$ cat config.mk
export PLATFORM = sky130hd
export DESIGN_NAME = alu_op_issuer
export DESIGN_NICKNAME = d
export VERILOG_FILES = /design/src/rtl/alu_op_issuer.sv
export SDC_FILE = /design/constraint.sdc
export NUM_CORES = 1
export LEC_CHECK = 0
export CAP_MARGIN = 20
export CORE_MARGIN = 4
export CORE_UTILIZATION = 37
export CTS_BUF_LIST = sky130_fd_sc_hd__clkbuf_16
export CTS_CLUSTER_SIZE = 20
export DETAILED_ROUTE_END_ITERATION = 12
export DONT_BUFFER_PORTS = 1
export HOLD_SLACK_MARGIN = 0.1
export PLACE_DENSITY = 0.63
export SKIP_LAST_GASP = 1
export SLEW_MARGIN = 5
export SYNTH_ARGS = -nofsm -noshare
export SYNTH_HDL_FRONTEND = slang
export SYNTH_SLANG_ARGS = --single-unit
$ cat constraint.sdc
create_clock -name clk -period 1.4 [get_ports clk]
set_input_delay 0.14 -clock clk [delete_from_list [all_inputs] [get_ports clk]]
set_output_delay 0.14 -clock clk [all_outputs]
set_load 0.01 [all_outputs]
$ cat src/rtl/alu_op_issuer.sv
// ALU operand/control issuer: accepts decoded requests, drives the ALU, returns results.
// Optional macro ALU_OP_ISSUER_PIPE_EN lets a new request be accepted while a response drains.
module alu_op_issuer #(
    parameter int WIDTH = 32,
    parameter int CNT_W = 16
) (
    input  logic             clk,
    input  logic             rst_n,
    input  logic             in_valid,
    output logic             in_ready,
    input  logic [1:0]       ALUOp,
    input  logic [2:0]       funct3,
    input  logic             funct7b5,
    input  logic             op_b5,
    input  logic [WIDTH-1:0] SrcA,
    input  logic [WIDTH-1:0] SrcB,
    output logic [WIDTH-1:0] A,
    output logic [WIDTH-1:0] B,
    output logic [2:0]       ALUControl,
    input  logic [WIDTH-1:0] ALU_Result,
    input  logic             Zero,
    output logic             out_valid,
    input  logic             out_ready,
    output logic [WIDTH-1:0] Result,
    output logic             ZeroOut,
    output logic             Illegal,
    output logic [CNT_W-1:0] OpCount
);

    typedef enum logic [1:0] {
        IDLE  = 2'd0,
        DRIVE = 2'd1,
        RESP  = 2'd2
    } state_t;

    localparam logic [2:0] OP_ADD = 3'b000;
    localparam logic [2:0] OP_SUB = 3'b001;
    localparam logic [2:0] OP_AND = 3'b010;
    localparam logic [2:0] OP_OR  = 3'b011;
    localparam logic [2:0] OP_XOR = 3'b100;
    localparam logic [2:0] OP_SLT = 3'b101;

    state_t             state_q;
    logic [WIDTH-1:0]   a_q;
    logic [WIDTH-1:0]   b_q;
    logic [2:0]         ctrl_q;
    logic               ill_q;
    logic [WIDTH-1:0]   result_q;
    logic               zero_q;
    logic               illegal_q;
    logic               out_valid_q;
    logic [CNT_W-1:0]   cnt_q;

    logic [2:0]         ctrl_d;
    logic               ill_d;
    logic               accept;
    logic               drain;

    always_comb begin
        ctrl_d = OP_ADD;
        ill_d  = 1'b0;
        case (ALUOp)
            2'b00: ctrl_d = OP_ADD;
            2'b01: ctrl_d = OP_SUB;
            2'b10: begin
                case (funct3)
                    3'b000:  ctrl_d = (funct7b5 & op_b5) ? OP_SUB : OP_ADD;
                    3'b010:  ctrl_d = OP_SLT;
                    3'b100:  ctrl_d = OP_XOR;
                    3'b110:  ctrl_d = OP_OR;
                    3'b111:  ctrl_d = OP_AND;
                    default: ill_d  = 1'b1;
                endcase
            end
            default: ill_d = 1'b1;
        endcase
    end

`ifdef ALU_OP_ISSUER_PIPE_EN
    assign in_ready = (state_q == IDLE) | ((state_q == RESP) & out_ready);
`else
    assign in_ready = (state_q == IDLE);
`endif

    assign accept = in_valid & in_ready;
    assign drain  = out_valid_q & out_ready;

    always_ff @(posedge clk or negedge rst_n) begin
        if (!rst_n) begin
            state_q     <= IDLE;
            a_q         <= '0;
            b_q         <= '0;
            ctrl_q      <= OP_ADD;
            ill_q       <= 1'b0;
            result_q    <= '0;
            zero_q      <= 1'b0;
            illegal_q   <= 1'b0;
            out_valid_q <= 1'b0;
            cnt_q       <= '0;
        end else begin
            case (state_q)
                IDLE: begin
                    if (accept) begin
                        a_q     <= SrcA;
                        b_q     <= SrcB;
                        ctrl_q  <= ctrl_d;
                        ill_q   <= ill_d;
                        state_q <= DRIVE;
                    end
                end
                DRIVE: begin
                    result_q    <= ALU_Result;
                    zero_q      <= Zero;
                    illegal_q   <= ill_q;
                    out_valid_q <= 1'b1;
                    state_q     <= RESP;
                end
                RESP: begin
                    if (drain) begin
                        out_valid_q <= 1'b0;
                        cnt_q       <= cnt_q + 1'b1;
                        state_q     <= IDLE;
                        // Back-to-back: accept overlaps the drain edge.
                        if (accept) begin
                            a_q     <= SrcA;
                            b_q     <= SrcB;
                            ctrl_q  <= ctrl_d;
                            ill_q   <= ill_d;
                            state_q <= DRIVE;
                        end
                    end
                end
                default: state_q <= IDLE;
            endcase
        end
    end

    assign A          = a_q;
    assign B          = b_q;
    assign ALUControl = ctrl_q;
    assign Result     = result_q;
    assign ZeroOut    = zero_q;
    assign Illegal    = illegal_q;
    assign out_valid  = out_valid_q;
    assign OpCount    = cnt_q;

endmodule

==> flow_metrics.tcl, run 1 <==
set metrics [dict create \
    m1WireLength_um 4870 \
    antenna_found_initial 0 \
    power_frac_comb_pct 21.4 \
    fin_crit_ns 1.46 \
    drt-total-wl_um 12500 \
    fp-row-count 41 \
    clk_latency_ns 0.40 \
    gp_congestion 0.753 \
    cts_num_sinks 121 \
    switching_power_uw 4890 \
    avgRoutedWirePerCell_um 16.6 \
    clk_path_buf_depth 2 \
    cpMaxStageDelayCell "dfrtp_1" \
    cp_max_fo 5 \
    slowest_delay_ns 0.42 \
    antenna_cells 0 \
    pin_count 227 \
    routed.top_layer "met4" \
    grt_pass1_wl_um 19000 \
    fin_nets 682 \
    status "finished, violations left" \
    dr_wl_met3_um 1280 \
    swShare_pct 34.4 \
    critPathKind "flop to flop" \
    final_area_um2 6750 \
    p_leak_uw 0.00329 \
    grt_max_degree 122 \
    syn-cell-area_um2 4750 \
    vdd_ir_drop_max_mv 0.735 \
    vias 3546 \
    start_kind "flop" \
    final_cell_mix "209 x nand2_1, 121 x dfrtp_1, 103 x dlygate4sd3_1" \
    ys_seq_area_share_pct 63.8 \
    p_clk_share_pct 30.3 \
    path_clk_slew_ns 0.06 \
    yosysWarnings 0 \
    finalWorstSetupSlack_ns -0.0637 \
    cts_buffers 17 \
    h-tree-depth 4 \
    dr_wl_met2_um 6200 \
    port_buffers 0 \
    initial_core_util_pct 37.8 \
    power.density_nw_per_um2 2110 \
    rsz0062_at_grt "yes" \
    drt_iter0_drc 226 \
    hold_buffers 103 \
    dieArea_um2 14700 \
    hold_viol 121 \
    first_pass_iters 5 \
    grt_pass1_vias 3618 \
    internal_power_uw 9320 \
    die_w_um 121 \
    synth_area_per_cell_um2 10.7 \
    finalSetupViolCount 3 \
    dpl.hpwl_um 7760 \
    arrival_ns 1.78 \
    path_cells "and4b_2 > nand4_1 > nor2_1 > xnor2_1" \
    multi_input_area_um2 1620 \
    root_buffer "clkbuf_16" \
    drive_above_1_share_pct 16.8 \
    layout_commonest_cell "nand2_1" \
    core_area_um2 12600 \
    globalRouteTotalUtil_pct 16.6 \
    fin_crit_sh_pct 105 \
    final-seq-area_um2 3030 \
    drv_slew 0 \
    required_ns 1.72 \
    worstSetupEndpointType "flop" \
    synth.ff_latch_count 121 \
    ant_nets 0 \
    utilization_pct 53.7 \
    pre_cts_ws_ns -0.0369 \
    relSlewSlack_pct 81.7 \
    hold_path.class "primary input to asynchronous set/reset pin" \
    tightest_slew_ns 0.271 \
    power.share.sequential_pct 48.4 \
    synth.distinct_cells 32 \
    synth_nets 555 \
    worst_clock_skew_ns 0.00531 \
    areaGrowthSynthToFinish_pct 42.2 \
    hold_ws_ns -0.569 \
    dpl_cell_area_um2 5070 \
    cts_tree "yes" \
    fillerInstances 1029 \
    overflow 0 \
    drt-vias-per-instance 4.70 \
    violations "negative hold slack, negative setup slack" \
    cap_violations 0 \
    drc_errors 0 \
    max_freq_mhz 683 \
    die_h_um 121 \
    synthCells 443 \
]
-- metal layers --
metal / track usage [%] / vias up
li1: - / 1662
met1: 19.3 / 1688
met2: 27.8 / 180
met3: 6.39 / 16
met4: 6.37 / 0
met5: 0 / -
-- cell families (layout without fill, tap and decap cells) --
kind of cell	Yosys count	count (layout)	share of synthesized area [%]
simple gates	235	235	20.0
flops	121	121	63.8
mux	34	34	8.07
buf+inv	24	164	2.79
xor+xnor	16	16	2.95
compound gates	9	9	1.32
fa+ha+maj	4	4	1.05
-- registers in the layout, indices dropped and copies added (netlist names) --
name	count
Result	32
ill_q	1
A	32
state_q	2
ALUControl	3
OpCount	16
out_valid	1
ZeroOut	1
B	32
Illegal	1
-- cells in the mapped netlist (all sizes together) --
library cell,n,area share [%]
xor2,8,1.5
and4b,1,0.21
o31ai,1,0.16
mux2,34,8.1
ha,4,1.1
nor3,2,0.21
and4,2,0.40
a31oi,2,0.26
o41ai,1,0.18
xnor2,8,1.5
inv,5,0.40
and2b,1,0.16
and3,3,0.50
clkbuf,6,0.47
nand3,4,0.69
nand4,4,0.53
o21bai,1,0.16
buf,13,1.9
nand2,210,17
nor2b,2,0.26
a21o,2,0.34
o21ai,2,0.21
nor2,6,0.47
dfrtp,121,64
-- through the flow --
| step | setup TNS [ns] | hold WS (ns) | power [uW] | cells |
|---|---|---|---|---|
| 2_1_floorplan | 0 | -0.156 | 8550 | 443 |
| 6_report | -0.103 | -0.569 | 14200 | 755 |
| 5_1_grt | -0.390 | -0.600 | 15000 | 755 |
| 4_1_cts | 0 | -0.585 | 14200 | 753 |
| 3_5_place_dp | -0.0641 | -0.152 | 9590 | 617 |
| 3_3_place_gp | 0 | -0.153 | 9420 | 617 |
-- final timing paths --
check | startpoint | to | slack, ns | depth (start not counted)
worst max-delay path | state_q[0] | OpCount[14] | -0.06 | 4
worst min-delay path | rst_n | OpCount[7] | -0.57 | 0
worst max register to register | state_q[0] | OpCount[14] | -0.06 | 4
worst min register to register | ill_q | ill_q | 0.48 | 2
max in group asynchronous | rst_n | A[20] | 1.79 | 0
min in group clk | funct3[2] | ALUControl[0] | 0.10 | 3
-- worst max-delay path, delay by kind of cell, from the launching register on --
| kind | cells | cell delay [ns] |
|---|---|---|
| XOR/XNOR | 1 | 0.14 |
| flip-flops | 1 | 0.42 |
| AND/OR/NAND/NOR | 3 | 0.82 |
-- what timing repair did --
item / CTS / global route
gates resized for setup: 2 / 5
endpoints found under the setup margin: 6 / 75
buffers inserted: 1 / 1
pin swaps: 1 / 3
endpoints found under the hold margin: 225 / 121
cloned: 0 / 1
-- area by class of cell --
| cell class | count | area share (%) |
|---|---|---|
| timing repair buffer | 127 | 18.9 |
| tap | 172 | 3.19 |
| clock inverter | 15 | 2.39 |
| inverter | 5 | 0.315 |
| sequential | 121 | 44.9 |
| multi-input combinational | 298 | 24.0 |
| clock buffer | 17 | 6.30 |
-- power by group through the flow --
stage	combinational (uW)	sequential, uW	clock (uW)
finish	3040	6880	4300
detailed placement	2700	6890	0
global placement	2550	6860	0
CTS	2920	6870	4410
floorplan	2010	6540	0
global route	3400	7050	4590
Note: power is estimated with default switching activity, not from simulation.
==> run 2, diff against run 1 <==
- CTS_BUF_LIST: sky130_fd_sc_hd__clkbuf_16 -> default
==> run 2 against run 1 <==
  * The flow still finishes with violations (negative hold slack, negative setup slack)
  * Clock skew barely moved
  * Die area did not move
  * Global-route usage did not move
  * Cell area barely moved
  * Sequential cell count did not move
  * Wire length fell by 0.42%
  * Worst setup slack improved by 0.046 ns
  * Maximum frequency rose by 3.3%
  * Non-clock buffer count fell by 1
  * Count of clock-buffer cells in the layout rose by 3
  * Sequential power barely moved
  * Highest routed layer unchanged
==> flow_metrics.tcl, run 2 (synthesis results as in run 1) <==
set metrics [dict create \
    avgRoutedWirePerCell_um 16.5 \
    use_met2_pct 27.9 \
    hold_buffers 103 \
    grt_util_met1_pct 19.2 \
    cp_max_fo 5 \
    areaGrowthSynthToFinish_pct 42.2 \
    violations "negative hold slack, negative setup slack" \
    finalWorstSetupSlack_ns -0.0172 \
    initial_core_util_pct 37.8 \
    h-tree-depth 4 \
    utilization_pct 53.7 \
    tightest_slew_ns 0.271 \
    worst_clock_skew_ns 0.00558 \
    die_w_um 121 \
    max_freq_mhz 706 \
    drt-total-wl_um 12500 \
    worstSetupEndpointType "flop" \
    busiest_layer "met2" \
    drt-vias-per-instance 4.73 \
    antenna_cells 0 \
    hold_ws_ns -0.566 \
    drc_errors 0 \
    cts_num_sinks 121 \
    first_pass_iters 5 \
    antenna_found_initial 0 \
    gp_congestion 0.753 \
    hold_path.class "primary input to asynchronous set/reset pin" \
    clk_latency_ns 0.40 \
    power.density_nw_per_um2 2110 \
    arrival_ns 1.73 \
    vdd_ir_drop_max_mv 0.735 \
    drv_slew 0 \
    relSlewSlack_pct 81.7 \
    r2r-end "OpCount[14]" \
    port_buffers 0 \
    drt_iter0_drc 241 \
    use_met3_pct 6.39 \
    fin_crit_ns 1.42 \
    fin_crit_sh_pct 101 \
    vias 3567 \
    root_buffer "clkbuf_16" \
    core_area_um2 12600 \
    path_clk_slew_ns 0.06 \
    timing.reg2reg.setup_slack_ns -0.02 \
    start_kind "flop" \
    timing.rr.start "state_q[0]" \
    hold_viol 121 \
    globalRouteTotalUtil_pct 16.6 \
    status "finished, violations left" \
    grt_max_degree 122 \
    pin_count 227 \
    clk_path_buf_depth 2 \
    grt_pass1_wl_um 19000 \
    rsz0062_at_grt "yes" \
    p_leak_uw 0.00328 \
    layout_commonest_cell "nand2_1" \
    cts_buffers 17 \
    overflow 0 \
    pre_cts_ws_ns -0.0369 \
    r2r_cells 4 \
    required_ns 1.72 \
    final_cell_mix "209 x nand2_1, 121 x dfrtp_1, 103 x dlygate4sd3_1" \
    grt_pass1_vias 3626 \
    critPathKind "flop to flop" \
    dpl.hpwl_um 7760 \
    fin_nets 681 \
    cap_violations 0 \
    finalSetupViolCount 1 \
    dieArea_um2 14700 \
    ant_nets 0 \
    drive_above_1_share_pct 16.8 \
    die_h_um 121 \
    fp-row-count 41 \
    cts_tree "yes" \
]
## run 2: cell types whose count changed in the layout (fill, tap and decap cells not counted)
cell	change
buf_4	-1
clkbuf_1	+2
clkbuf_8	+1
clkinv_1	-1
inv_1	-2
## run 2: worst max-delay path: stages, from the launching register on
cell	delay [ns]
dfrtp_1	0.42
and4b_2	0.38
nand4_1	0.20
nor2_1	0.20
xnor2_1	0.14
## run 2: worst max path at each step
stage,start,endpoint,slack (ns),depth (start not counted)
6_report,state_q[0],OpCount[14],-0.02,4
5_1_grt,state_q[0],OpCount[12],-0.06,4
4_1_cts,state_q[1],ALUControl[0],0.006,6
3_5_place_dp,state_q[0],OpCount[12],-0.04,4
3_3_place_gp,state_q[0],OpCount[15],0.04,4
2_1_floorplan,out_valid,OpCount[8],0.05,5
## run 2: per-stage QoR
stage               hold slack [ns]  instance area [um^2]  std cells  power [uW]  TNS (ns)
CTS                          -0.586                  6710        753       14300         0
detailed placement           -0.152                  5070        617        9590   -0.0641
global route                 -0.601                  6750        754       15100    -0.195
global placement             -0.153                  5070        617        9420         0
finish                       -0.566                  6750        754       14300   -0.0172
floorplan                    -0.156                  4750        443        8550         0
## run 2: routing by layer
| layer | routed length, um | share of wire [%] |
|---|---|---|
| met3 | 1290 | 10 |
| met4 | 232 | 1.9 |
| met5 | 0 | 0 |
| met1 | 4770 | 38 |
| met2 | 6180 | 50 |
## run 2: timing repair
action,4_1_cts,5_1_grt
endpoints found under the hold margin,225,121
gates cloned,0,1
resized for setup,2,5
setup buffers,1,0
pin swaps,1,2
setup endpoints to repair,6,73
## run 2: power by group
group	leakage [uW]	internal (uW)	total [uW]	switching, uW
clock	0.000286	2840	4370	1530
sequential	0.00149	5020	6870	1860
combinational	0.00150	1530	3030	1490
total	0.00328	9390	14300	4890
## run 2: area by class of cell
cell class,count,area [um^2]
Fill cell,1029,5820
Clock buffer,20,447
Clock inverter,12,150
Timing Repair Buffer,126,1270
Sequential cell,121,3030
Inverter,5,21.3
Multi-Input combinational cell,298,1620
Tap cell,172,215
